--- src/rtl/vrf_bram_rd_streamer.sv ---
// Burst read streamer in front of a registered-output block RAM port (read latency 2).
// Optional VRF_RD_STRIDE_EN adds a per-request address stride; default build uses stride 1.
module vrf_bram_rd_streamer #(
   parameter int WIDTH      = 32,
   parameter int DEPTH      = 512,
   parameter int LEN_W      = 10,
   parameter int FIFO_DEPTH = 4,
   localparam int AW        = $clog2(DEPTH)
) (
   input  logic             clk,
   input  logic             rstn,
   input  logic             req_valid_i,
   output logic             req_ready_o,
   input  logic [AW-1:0]    req_addr_i,
`ifdef VRF_RD_STRIDE_EN
   input  logic [AW-1:0]    req_stride_i,
`endif
   input  logic [LEN_W-1:0] req_len_i,
   output logic             busy_o,
   output logic [AW-1:0]    bram_addr_o,
   output logic             bram_en_o,
   output logic             bram_oreg_en_o,
   output logic             bram_rst_o,
   input  logic [WIDTH-1:0] bram_dout_i,
   output logic [WIDTH-1:0] dout_o,
   output logic             dout_valid_o,
   input  logic             dout_ready_i,
   output logic             dout_last_o,
   output logic             done_o
);

   localparam int PW = (FIFO_DEPTH > 1) ? $clog2(FIFO_DEPTH) : 1;
   localparam int CW = $clog2(FIFO_DEPTH + 1);
   localparam logic [PW-1:0] PTR_LAST = PW'(FIFO_DEPTH - 1);
   localparam logic [CW:0]   CREDITS  = (CW+1)'(FIFO_DEPTH);
   localparam logic [AW:0]   DEPTH_W  = (AW+1)'(DEPTH);

   typedef enum logic [1:0] {S_IDLE, S_RUN, S_DRAIN, S_DONE} state_t;

   state_t           state_reg, state_next;
   logic [AW-1:0]    addr_reg;
   logic [LEN_W-1:0] remaining_reg;
   logic [AW-1:0]    stride;
   logic [1:0]       pipe_vld_reg, pipe_last_reg;
   logic [WIDTH-1:0] fifo_data_mem [FIFO_DEPTH];
   logic             fifo_last_mem [FIFO_DEPTH];
   logic [PW-1:0]    wr_ptr_reg, rd_ptr_reg;
   logic [CW-1:0]    count_reg;
   logic             bram_rst_reg;

   logic             req_fire, issue, issue_last;
   logic             push, pop, last_pop, fifo_empty, fifo_full;
   logic [CW:0]      outstanding;
   logic [AW:0]      addr_sum;
   logic [AW-1:0]    addr_step;

`ifdef VRF_RD_STRIDE_EN
   logic [AW-1:0]    stride_reg;
   assign stride = stride_reg;
`else
   assign stride = AW'(1);
`endif

   // Credits count words already buffered plus words still inside the RAM pipe.
   assign outstanding = {1'b0, count_reg} + (CW+1)'(pipe_vld_reg[0]) + (CW+1)'(pipe_vld_reg[1]);
   assign req_fire    = (state_reg == S_IDLE) && req_valid_i;
   assign issue       = (state_reg == S_RUN) && (outstanding < CREDITS);
   assign issue_last  = issue && (remaining_reg == LEN_W'(1));
   assign push        = pipe_vld_reg[1];
   assign fifo_empty  = (count_reg == '0);
   assign fifo_full   = (count_reg == CW'(FIFO_DEPTH));
   assign pop         = !fifo_empty && dout_ready_i;
   assign last_pop    = pop && fifo_last_mem[rd_ptr_reg];

   // Modulo-DEPTH advance; a stride is assumed to be below DEPTH.
   assign addr_sum  = {1'b0, addr_reg} + {1'b0, stride};
   assign addr_step = (addr_sum >= DEPTH_W) ? AW'(addr_sum - DEPTH_W) : addr_sum[AW-1:0];

   always_ff @(posedge clk) begin
      if (!rstn) state_reg <= S_IDLE;
      else       state_reg <= state_next;
   end

   // An empty burst passes through DRAIN, which exits at once with nothing outstanding.
   always_comb begin
      state_next = state_reg;
      case (state_reg)
         S_IDLE:  if (req_valid_i) state_next = (req_len_i == '0) ? S_DRAIN : S_RUN;
         S_RUN:   if (issue_last) state_next = S_DRAIN;
         S_DRAIN: if (last_pop || (outstanding == '0)) state_next = S_DONE;
         S_DONE:  state_next = S_IDLE;
         default: state_next = S_IDLE;
      endcase
   end

   always_comb begin
      req_ready_o = 1'b0;
      busy_o      = 1'b1;
      bram_en_o   = 1'b0;
      done_o      = 1'b0;
      case (state_reg)
         S_IDLE: begin
            req_ready_o = 1'b1;
            busy_o      = 1'b0;
         end
         S_RUN:   bram_en_o = issue;
         S_DONE:  done_o = 1'b1;
         default: ;
      endcase
   end

   always_ff @(posedge clk) begin
      if (!rstn) begin
         addr_reg      <= '0;
         remaining_reg <= '0;
         pipe_vld_reg  <= '0;
         pipe_last_reg <= '0;
         wr_ptr_reg    <= '0;
         rd_ptr_reg    <= '0;
         count_reg     <= '0;
`ifdef VRF_RD_STRIDE_EN
         stride_reg    <= '0;
`endif
      end else begin
         if (req_fire) begin
            addr_reg      <= req_addr_i;
            remaining_reg <= req_len_i;
`ifdef VRF_RD_STRIDE_EN
            stride_reg    <= req_stride_i;
`endif
         end else if (issue) begin
            addr_reg      <= addr_step;
            remaining_reg <= remaining_reg - LEN_W'(1);
         end
         pipe_vld_reg  <= {pipe_vld_reg[0], issue};
         pipe_last_reg <= {pipe_last_reg[0], issue_last};
         if (push) wr_ptr_reg <= (wr_ptr_reg == PTR_LAST) ? '0 : wr_ptr_reg + PW'(1);
         if (pop)  rd_ptr_reg <= (rd_ptr_reg == PTR_LAST) ? '0 : rd_ptr_reg + PW'(1);
         case ({push, pop})
            2'b10:   count_reg <= count_reg + CW'(1);
            2'b01:   count_reg <= count_reg - CW'(1);
            default: count_reg <= count_reg;
         endcase
      end
   end

   always_ff @(posedge clk) begin
      if (push) begin
         fifo_data_mem[wr_ptr_reg] <= bram_dout_i;
         fifo_last_mem[wr_ptr_reg] <= pipe_last_reg[1];
      end
   end

   always_ff @(posedge clk) begin
      bram_rst_reg <= ~rstn;
   end

   assign bram_addr_o    = addr_reg;
   assign bram_oreg_en_o = 1'b1;
   assign bram_rst_o     = bram_rst_reg;
   assign dout_valid_o   = !fifo_empty;
   assign dout_o         = fifo_empty ? '0 : fifo_data_mem[rd_ptr_reg];
   assign dout_last_o    = !fifo_empty && fifo_last_mem[rd_ptr_reg];

   a_no_overflow: assert property (@(posedge clk) disable iff (!rstn) !(push && fifo_full));

endmodule

--- config.mk ---
export PLATFORM = sky130hd
export DESIGN_NAME = vrf_bram_rd_streamer
export DESIGN_NICKNAME = d
export VERILOG_FILES = /design/src/rtl/vrf_bram_rd_streamer.sv
export SDC_FILE = /design/constraint.sdc
export NUM_CORES = 1
export LEC_CHECK = 0
export BUFFER_PORTS_ARGS = -buffer_cell sky130_fd_sc_hd__clkbuf_2
export CORE_UTILIZATION = 57
export CTS_BUF_LIST = sky130_fd_sc_hd__clkbuf_4 sky130_fd_sc_hd__clkbuf_8
export DETAILED_ROUTE_END_ITERATION = 6
export GPL_ROUTABILITY_DRIVEN = 0
export PLACE_DENSITY = 0.8
export REMOVE_ABC_BUFFERS = 1
export SLEW_MARGIN = 15
export SYNTH_ARGS = -nofsm -noshare
export SYNTH_HDL_FRONTEND = slang
export SYNTH_SLANG_ARGS = --single-unit
--- constraint.sdc ---
create_clock -name clk -period 2.4 [get_ports clk]
set_input_delay 0.24 -clock clk [delete_from_list [all_inputs] [get_ports clk]]
set_output_delay 0.24 -clock clk [all_outputs]
set_load 0.005 [all_outputs]
# After elaboration in Yosys (flattened, before gate mapping)
# Memory sizes are Yosys's and may differ from the RTL's. A register that Yosys moved wholly into a read port is not among the register bits.
# Cells that the tools add are included.
[totals] wordCells=73 romBits=0 ramBits=132 latch_bits=0 reg_bits=33 mem_count=2
[mem_list] name="fifo_data_mem" words=4 width=32 rd=1 rd_ports_with_merged_regs=1 wr=1 line="45" source="logic [WIDTH-1:0] fifo_data_mem [FIFO_DEPTH];"
[mem_list] name="fifo_last_mem" words=4 width=1 rd=1 rd_ports_with_merged_regs=1 wr=1 line="46" source="logic fifo_last_mem [FIFO_DEPTH];"
[op_classes] n_eq_ne=11 n_lt_le_gt_ge=2 n_div=0 mul=0 bitwise_logic=1 reduce_logical=15 n_addsub=9 n_shift=0 n_mux=24
[op_table] operator="$mux W32" count=1
[op_table] operator="$mux W9" count=3
[op_table] operator="$mux W10" count=2
[op_table] operator="$mux W2" count=10
[op_table] operator="$add A9 B1 Y10 const B" count=1
[op_table] operator="$eq A10 B1 Y1 const B" count=1
[op_table] operator="$eq A2 B2 Y1 const B" count=5
[op_table] operator="$ge A10 B10 Y1 const B" count=1
[op_table] operator="$logic_not A10 Y1" count=1
[op_table] operator="$sub A10 B1 Y10 const B" count=1
[op_table] operator="$sub A9 B1 Y9 const B" count=1
[op_table] operator="$pmux W2 S4" count=1
[op_table] operator="$logic_and A1 B1 Y1" count=6
[op_table] operator="$mux W1" count=6
[op_table] operator="$ne A2 B2 Y1 const B" count=3
[op_table] operator="$pmux W3 S2" count=1
[op_table] operator="$add A2 B1 Y2 const B" count=2
[op_table] operator="$add A3 B1 Y4" count=1
[op_table] operator="$add A4 B1 Y4" count=1
[op_table] operator="$eq A2 B1 Y1 const B" count=2
[op_table] operator="$logic_not A4 Y1" count=1
[op_table] operator="$lt A4 B3 Y1 const B" count=1
[op_table] operator="$reduce_bool A2 Y1" count=2
[op_table] operator="$add A3 B1 Y3 const B" count=1
[op_table] operator="other kinds (7)" count=7

# Logic depth before layout (Yosys ltp)
# Gate-level depths: netlist of the first run.
[depth] ltp_word=7 depth_mapped=10

# Worst setup path before layout of the first run
# No wires, ideal clock.
[synth_path] path_kind="reg2reg" from="reg count_reg[0]" to="reg count_reg[2]" arrival_time_ns=2.045 setup_slack_ns=0.284 path_stages_with_launch=11 synth_period_minus_slack_ns=2.116 path_buffers=1 required_time_ns=2.330 setup_time_ns=0.070 path_cell_list="dfxtp_1 or3_1 clkbuf_1 nand2_1 inv_1 ha_1 inv_1 fa_1 xor2_1 or3_1 a21oi_1"
[synth_between] elab_chain_cells=5 word_cells_on_any_way=9
[synth_lines] item="start, declared" line="48" source="logic [CW-1:0] count_reg;"
[synth_lines] item="start signal, assigned" line="140" source="2'b10: count_reg <= count_reg + CW'(1);"
[synth_lines] item="start signal, assigned" line="141" source="2'b01: count_reg <= count_reg - CW'(1);"
[synth_lines] item="start signal, assigned" line="142" source="default: count_reg <= count_reg;"
[synth_lines] item="$logic_not A3 Y1 (*)" line="70" source="assign fifo_empty = (count_reg == '0);"
[synth_lines] item="$logic_not A1 Y1 (*)" line="72" source="assign pop = !fifo_empty && dout_ready_i;"
[synth_lines] item="$logic_and A1 B1 Y1 (*)" line="72"
[synth_lines] item="named net pop" line="52" source="logic push, pop, last_pop, fifo_empty, fifo_full;"
[synth_lines] item="$eq A2 B1 Y1 / $eq A2 B2 Y1 (equally long branches)" line="139" source="case ({push, pop})"
[synth_lines] item="$pmux W3 S2 / $reduce_bool A2 Y1 (equally long branches)"
# The timed path passes the listed nets; every way through them passes the cells marked *.
# A chain may end at the register's enable or synchronous reset.

# Worst setup path after layout of the first run
[layout_path] from="reg pipe_vld_reg[1]" to="out bram_en_o"
[layout_between] elab_chain_cells=4
[layout_lines] item="start, declared" line="44" source="logic [1:0] pipe_vld_reg, pipe_last_reg;"
[layout_lines] item="start signal, assigned" line="135" source="pipe_vld_reg <= {pipe_vld_reg[0], issue};"
[layout_lines] item="$add A4 B1 Y4" line="65" source="assign outstanding = {1'b0, count_reg} + (CW+1)'(pipe_vld_reg[0]) + (CW+1)'(pipe_vld_reg[1]);"
[layout_lines] item="$lt A4 B3 Y1" line="67" source="assign issue = (state_reg == S_RUN) && (outstanding < CREDITS);"
[layout_lines] item="$logic_and A1 B1 Y1" line="67"
[layout_lines] item="$mux W1" line="101" source="case (state_reg)"
[layout_lines] item="end, declared" line="21" source="output logic bram_en_o,"
# No other way between the ends.

==> metrics.txt, run 1 <==
outcome complete, but fails checks; failing checks DRC; Rel. slew slack between 60% and 70%; Top FF cell, synth edfxtp_1; top-count cell post-synth edfxtp_1; vias in the first global route 4,361; CTS tree yes; worst vdd ir roughly 0.00057 V; cells after synthesis roughly 430; ys async rst share 0%; Finished Layout Cells 725; initial antenna violation count 0; post-layout min period ~2.3 ns; fillers 714; CTS buffer count 17; DRC 10; reported max-cap violation count 0; area of the die about 0.013 mm²; largest net degree at the start of global routing 36; Synth Area in Simple Gates under 10%; synthesized cell area 0.006878 mm²; port buffer count 102; register area share after synthesis around 68%; DR iter-0 viols about 270; Setup Skew a little under 0.009 ns; IO Pins 104; H-tree levels 4; critical path arrival between 2 and 2.5 ns; Critical Path Source Type flop; via count 4,072; Register Area 0.004668 mm²; final setup TNS 0 ns; RSZ-0062 raised after global routing no; clk_lat worst skew 0.45 ns; area fraction in compound gates after synthesis 5.185%; combined area of the multi-input logic cells 0.002057 mm²; final setup fails 0; Req. time, crit path 2.16 ns; share of layout cells above drive strength 1 34.19%; XOR/XNOR Fraction of Synth Area approximately 1.5%; Power Density roughly 870 mW/mm²; total gr overflow 0; Buf+Inv Stages, Crit Path 2; critical path's slowest cell fa_2; Yosys top cell by area edfxtp_1; adder-cell share of the synthesized area between 3 and 4%; maximum clock path buffer count 2; FF+latch count, synth roughly 170; CP delay by family, top adder cells; Final HPWL DP between 8000 and 9000 µm; clock sinks about 170; combinational family with the most area after synthesis multiplexers; first-pass GRT wire length 21,470 µm; core box area 0.01156 mm²; Fin. Hold Viols 0; period utilization a little over nine tenths; DP Cell Count 658; clk slew on worst S/H paths approximately 0.08 ns; Avg Cell Area, Syn ~16 µm²; Worst Slack Setup Final around 0.12 ns; number of synthesized flops with an enable pin 132; # rows 39; Die Y about 110 µm; Die X 111.8 µm; synth cell count leaders edfxtp_1 (132), and2_1 (41), dfxtp_1 (35); Layout area overhead 21.32%; GRT Resource Usage Total about 23%; crit-path max FO 7; Place WS 0.09331 ns; post-synthesis mux area share 11.10%; fin. max-slew vios 0; CP max stage delay roughly 0.37 ns; Crit. End Element primary output; Layout Nets 640; Synth cell types 48; Final Power roughly 0.0073 W; leakage power ~3 nW; critical path class reg2out; Root Driver clkbuf_8; max FFs per register 128; Area contributors post-synth edfxtp_1 (58%), mux4_2 (11%), dfxtp_1 (10%); Total Wirelength around 13,000 µm; worst min-delay path category in2reg; Detail Route Antenna Nets 0; crit path cell chain fa_2 > ha_1 > or2_4 > o21ai_4 > nand2_2 > inv_4 > clkbuf_2; First-pass DRT Iterations 7; Fmax around 0.44 GHz; final design utilization around 70%; Avg Vias per Cell 5.617; top-area cell type share of the netlist area a little under 60%; Ys Warns 0; Initial Utilization around 59%; Inserted Diodes 0; Tightest Pin Transition ~0.50 ns; drt wl/cell 18.04 µm
kinds of logic (layout without fill, tap and decap cells):
family | after synthesis | count (layout)
other | 1 | 1
xor gates and xnor gates | 12 | 12
buffers and inverters | 37 | 194
muxes | 35 | 35
and+or+nand+nor | 100 | 100
DFF | 167 | 167
adders and majority gates | 16 | 16
AOI/OAI and AO/OA | 57 | 57
placed cells by master (no fill, tap or decap), types with 3 or more instances in the layout:
master / synthesis / final
ha_1: 14 / 14
o31ai_1: 3 / 3
dlygate4sd3_1: 0 / 31
buf_12: 0 / 6
clkbuf_8: 0 / 17
nor4_1: 3 / 3
clkinv_2: 0 / 3
nor2_1: 12 / 12
dfxtp_1: 35 / 32
nand2_1: 9 / 8
mux4_2: 33 / 33
and2_2: 0 / 4
dfxtp_2: 0 / 3
xor2_1: 10 / 10
nand4_1: 5 / 5
clkinvlp_4: 0 / 3
inv_1: 14 / 14
a21oi_1: 14 / 14
a31oi_1: 7 / 7
nor3_1: 4 / 4
edfxtp_1: 132 / 132
nand3_1: 7 / 7
or3_1: 7 / 7
o21ai_0: 22 / 22
and2_1: 41 / 37
clkbuf_2: 0 / 102
buf_4: 1 / 8
area by class of cell:
| cell class | instances | share of cell area, % |
|---|---|---|
| sequential | 167 | 55.95 |
| multi-input combinational | 221 | 24.65 |
| timing repair buffer | 147 | 12.00 |
| clock buffer | 19 | 2.984 |
| tap | 143 | 2.144 |
| clock inverter | 13 | 1.574 |
| inverter | 15 | 0.7048 |
where the power goes:
group	switching (W)	internal [W]
Sequential	0.000207	0.00334
Combinational	0.000913	0.000877
Clock	0.000979	0.000938
final timing paths:
| kind | from | to | slack [ns] | cells past startpoint |
|---|---|---|---|---|
| hold / removal | bram_dout_i[12] | fifo_data_mem[0][12] | 0.05 | 1 |
| setup / recovery | pipe_vld_reg[1] | bram_en_o | 0.12 | 7 |
| setup reg to reg | pipe_vld_reg[1] | remaining_reg[9] | 0.13 | 8 |
| hold reg to reg | pipe_last_reg[0] | pipe_last_reg[1] | 0.44 | 1 |
routing by layer:
metal	global-route usage, %	wire length, µm	up-vias
li1	-	-	1925
met1	27.17	5291	1983
met2	40.33	6822	148
met3	5.171	801	16
met4	9.369	161	0
met5	0	0	-
timing repair:
action                                 CTS  global route
resized for setup                        2             2
setup buffers                            4             0
setup endpoints to repair                1             5
pin swaps                                1             0
hold buffers                            31             0
endpoints found under the hold margin  115             0
metrics by stage:
step	hold slack (ns)	instance area, µm²
2_1_floorplan	0.3389	6768
3_3_place_gp	0.4332	7615
3_5_place_dp	0.4199	7615
4_1_cts	0.007815	8339
5_1_grt	0.01452	8344
6_report	0.04791	8344
(Power assumes the default switching activity.)
==> inputs of run 2 (changes only) <==
- CAP_MARGIN: not set -> 10
- REMOVE_ABC_BUFFERS: 1 -> not set
==> run 2 against run 1 <==
The run still ends with DRC left. Critical path depth rose by 1. Cell count fell by 2.5%. Count of clock-buffer cells in the layout rose by 1. Clock power rose by 28%. Routed wire length rose by 1.4%. Critical path type is now reg2reg.
==> metrics.txt, run 2 (synthesis results as in run 1) <==
Req. time, crit path 2.75 ns; Root Driver clkbuf_8; Power Internal about 0.0057 W; Hold Slack 0.03098 ns; Total Wirelength about 13,000 µm; DRC 9; crit path cell chain fa_2 > ha_1 > or2_4 > o21ai_4 > buf_4 > nand4_2 > or4_1 > a31oi_1; most common cell after layout, fill and taps aside edfxtp_1; core box area 0.01156 mm²; port buffer count between 100 and 150; Power Density roughly 950 mW/mm²; Setup Skew between 0.01 and 0.015 ns; clock sinks between 150 and 200; CTS tree yes; Fmax 0.4406 GHz; # rows 39; Register Area roughly 0.0047 mm²; Clk network pwr share about a third; switch share a little over a quarter; Die X around 110 µm; failing checks DRC; maximum clock path buffer count 2; critical path's slowest cell or4_1; Avg Vias per Cell between 5 and 6; most frequent cells in the layout edfxtp_1 (132), clkbuf_2 (102), and2_1 (37); clk_lat worst skew 0.43 ns; final design utilization a little under three quarters; post-layout min period approximately 2.3 ns; vias in the first global route about 4,200; Die Y between 100 and 150 µm; drt wl/cell 18.75 µm; area of the die between 0.01 and 0.015 mm²; fin. max-slew vios 0; Initial Utilization 59.47%; RSZ-0062 raised after global routing no; combined area of the multi-input logic cells roughly 0.0021 mm²; IO Pins between 100 and 150; first-pass GRT wire length about 22,000 µm; Final HPWL DP 8611 µm; total gr overflow 0; via count approximately 4,100; worst min-delay path category in2reg; CTS buffer count 17; Worst Slack Setup Final approximately 0.13 ns; worst vdd ir between 0.0005 and 0.0006 V; critical path arrival roughly 2.6 ns; crit-path max FO 7; Tightest Pin Transition 0.5224 ns; Seq pwr share 45.9%; DR iter-0 viols roughly 320; largest net degree at the start of global routing 38; reported max-cap violation count 0; Rel. slew slack between 60 and 70%; Layout area overhead 19.88%; Crit. End Element flop; share of layout cells above drive strength 1 between 30% and 40%; Detail Route Antenna Nets 0; leakage power between 2 and 3 nW; initial antenna violation count 0; fillers ~750; final setup TNS 0 ns; First-pass DRT Iterations 7; Critical Path Source Type flop; critical path class reg2reg; GRT Resource Usage Total 22.61%; Inserted Diodes 0; Place WS between 0.06 and 0.07 ns; Layout Nets 622; H-tree levels 4; outcome complete, but fails checks; Psw between 0.002 and 0.0025 W; CP max stage delay about 0.43 ns; Fin. Hold Viols 0; Final Power approximately 0.0078 W; syn_nets slightly below 500; max FFs per register 128; clk slew on worst S/H paths roughly 0.090 ns; period utilization between 90% and 100%; final setup fails 0; combinational power share about 23%
[run 2: changes by cell type in the layout (fill, tap and decap cells not counted), sizes merged]
cell and change:
dlygate4sd3 -22, bufinv +5, clkbuf +1, clkinvlp -2, buf +4, inv -1
clkinv -3
[run 2: per-layer routing]
| metal | track usage [%] | vias up | wire length (µm) |
|---|---|---|---|
| met1 | 30.07 | 2016 | 5673 |
| met2 | 37.10 | 143 | 6758 |
| li1 | - | 1891 | - |
| met3 | 5.825 | 4 | 763 |
| met4 | 6.396 | 0 | 57 |
| met5 | 0 | - | 0 |
[run 2: area by class of cell]
| cell class | count | share of cell area (%) |
|---|---|---|
| tap | 143 | 2.170 |
| timing repair buffer | 129 | 9.378 |
| clock inverter | 12 | 3.020 |
| inverter | 15 | 0.6829 |
| clock buffer | 20 | 3.111 |
| multi-input combinational | 221 | 24.99 |
| sequential | 167 | 56.65 |
[run 2: power groups by stage]
stage               registers, W  clock network (W)  logic (W)
global route             0.00362            0.00260    0.00195
global placement         0.00362                  0    0.00169
CTS                      0.00357            0.00249    0.00177
floorplan                0.00356                  0    0.00115
finish                   0.00358            0.00246    0.00177
detailed placement       0.00364                  0    0.00173
[run 2: metrics by stage]
step | instance area, µm² | std cells
after floorplan | 6878 | 425
after global placement | 7600 | 661
after detailed placement | 7600 | 661
after CTS | 8187 | 702
after global routing | 8245 | 707
final | 8245 | 707
[run 2: worst max-delay path, delay by kind of cell (launching register included)]
| kind | cells | cell delay [ns] |
|---|---|---|
| AOI/OAI and AO/OA | 2 | 0.27 |
| adders and majority gates | 2 | 0.57 |
| buffers and inverters | 1 | 0.15 |
| DFF | 1 | 0.37 |
| and+or+nand+nor | 3 | 0.83 |
[run 2: final timing paths]
| path | start | endpoint | slack (ns) | depth (start not counted) |
|---|---|---|---|---|
| max | pipe_vld_reg[1] | remaining_reg[9] | 0.13 | 8 |
| min | bram_dout_i[11] | fifo_data_mem[2][11] | 0.03 | 1 |
| max reg2reg | pipe_vld_reg[1] | remaining_reg[9] | 0.13 | 8 |
| min reg2reg | pipe_last_reg[0] | pipe_last_reg[1] | 0.44 | 1 |
[run 2: what timing repair did]
| item | 4_1_cts | 5_1_grt |
|---|---|---|
| hold buffers | 4 | 5 |
| pin swaps | 1 | 1 |
| buffers inserted | 5 | 0 |
| hold endpoints to repair | 12 | 11 |
| endpoints found under the setup margin | 1 | 15 |
| gates cloned | 0 | 0 |
| gates resized for setup | 2 | 3 |
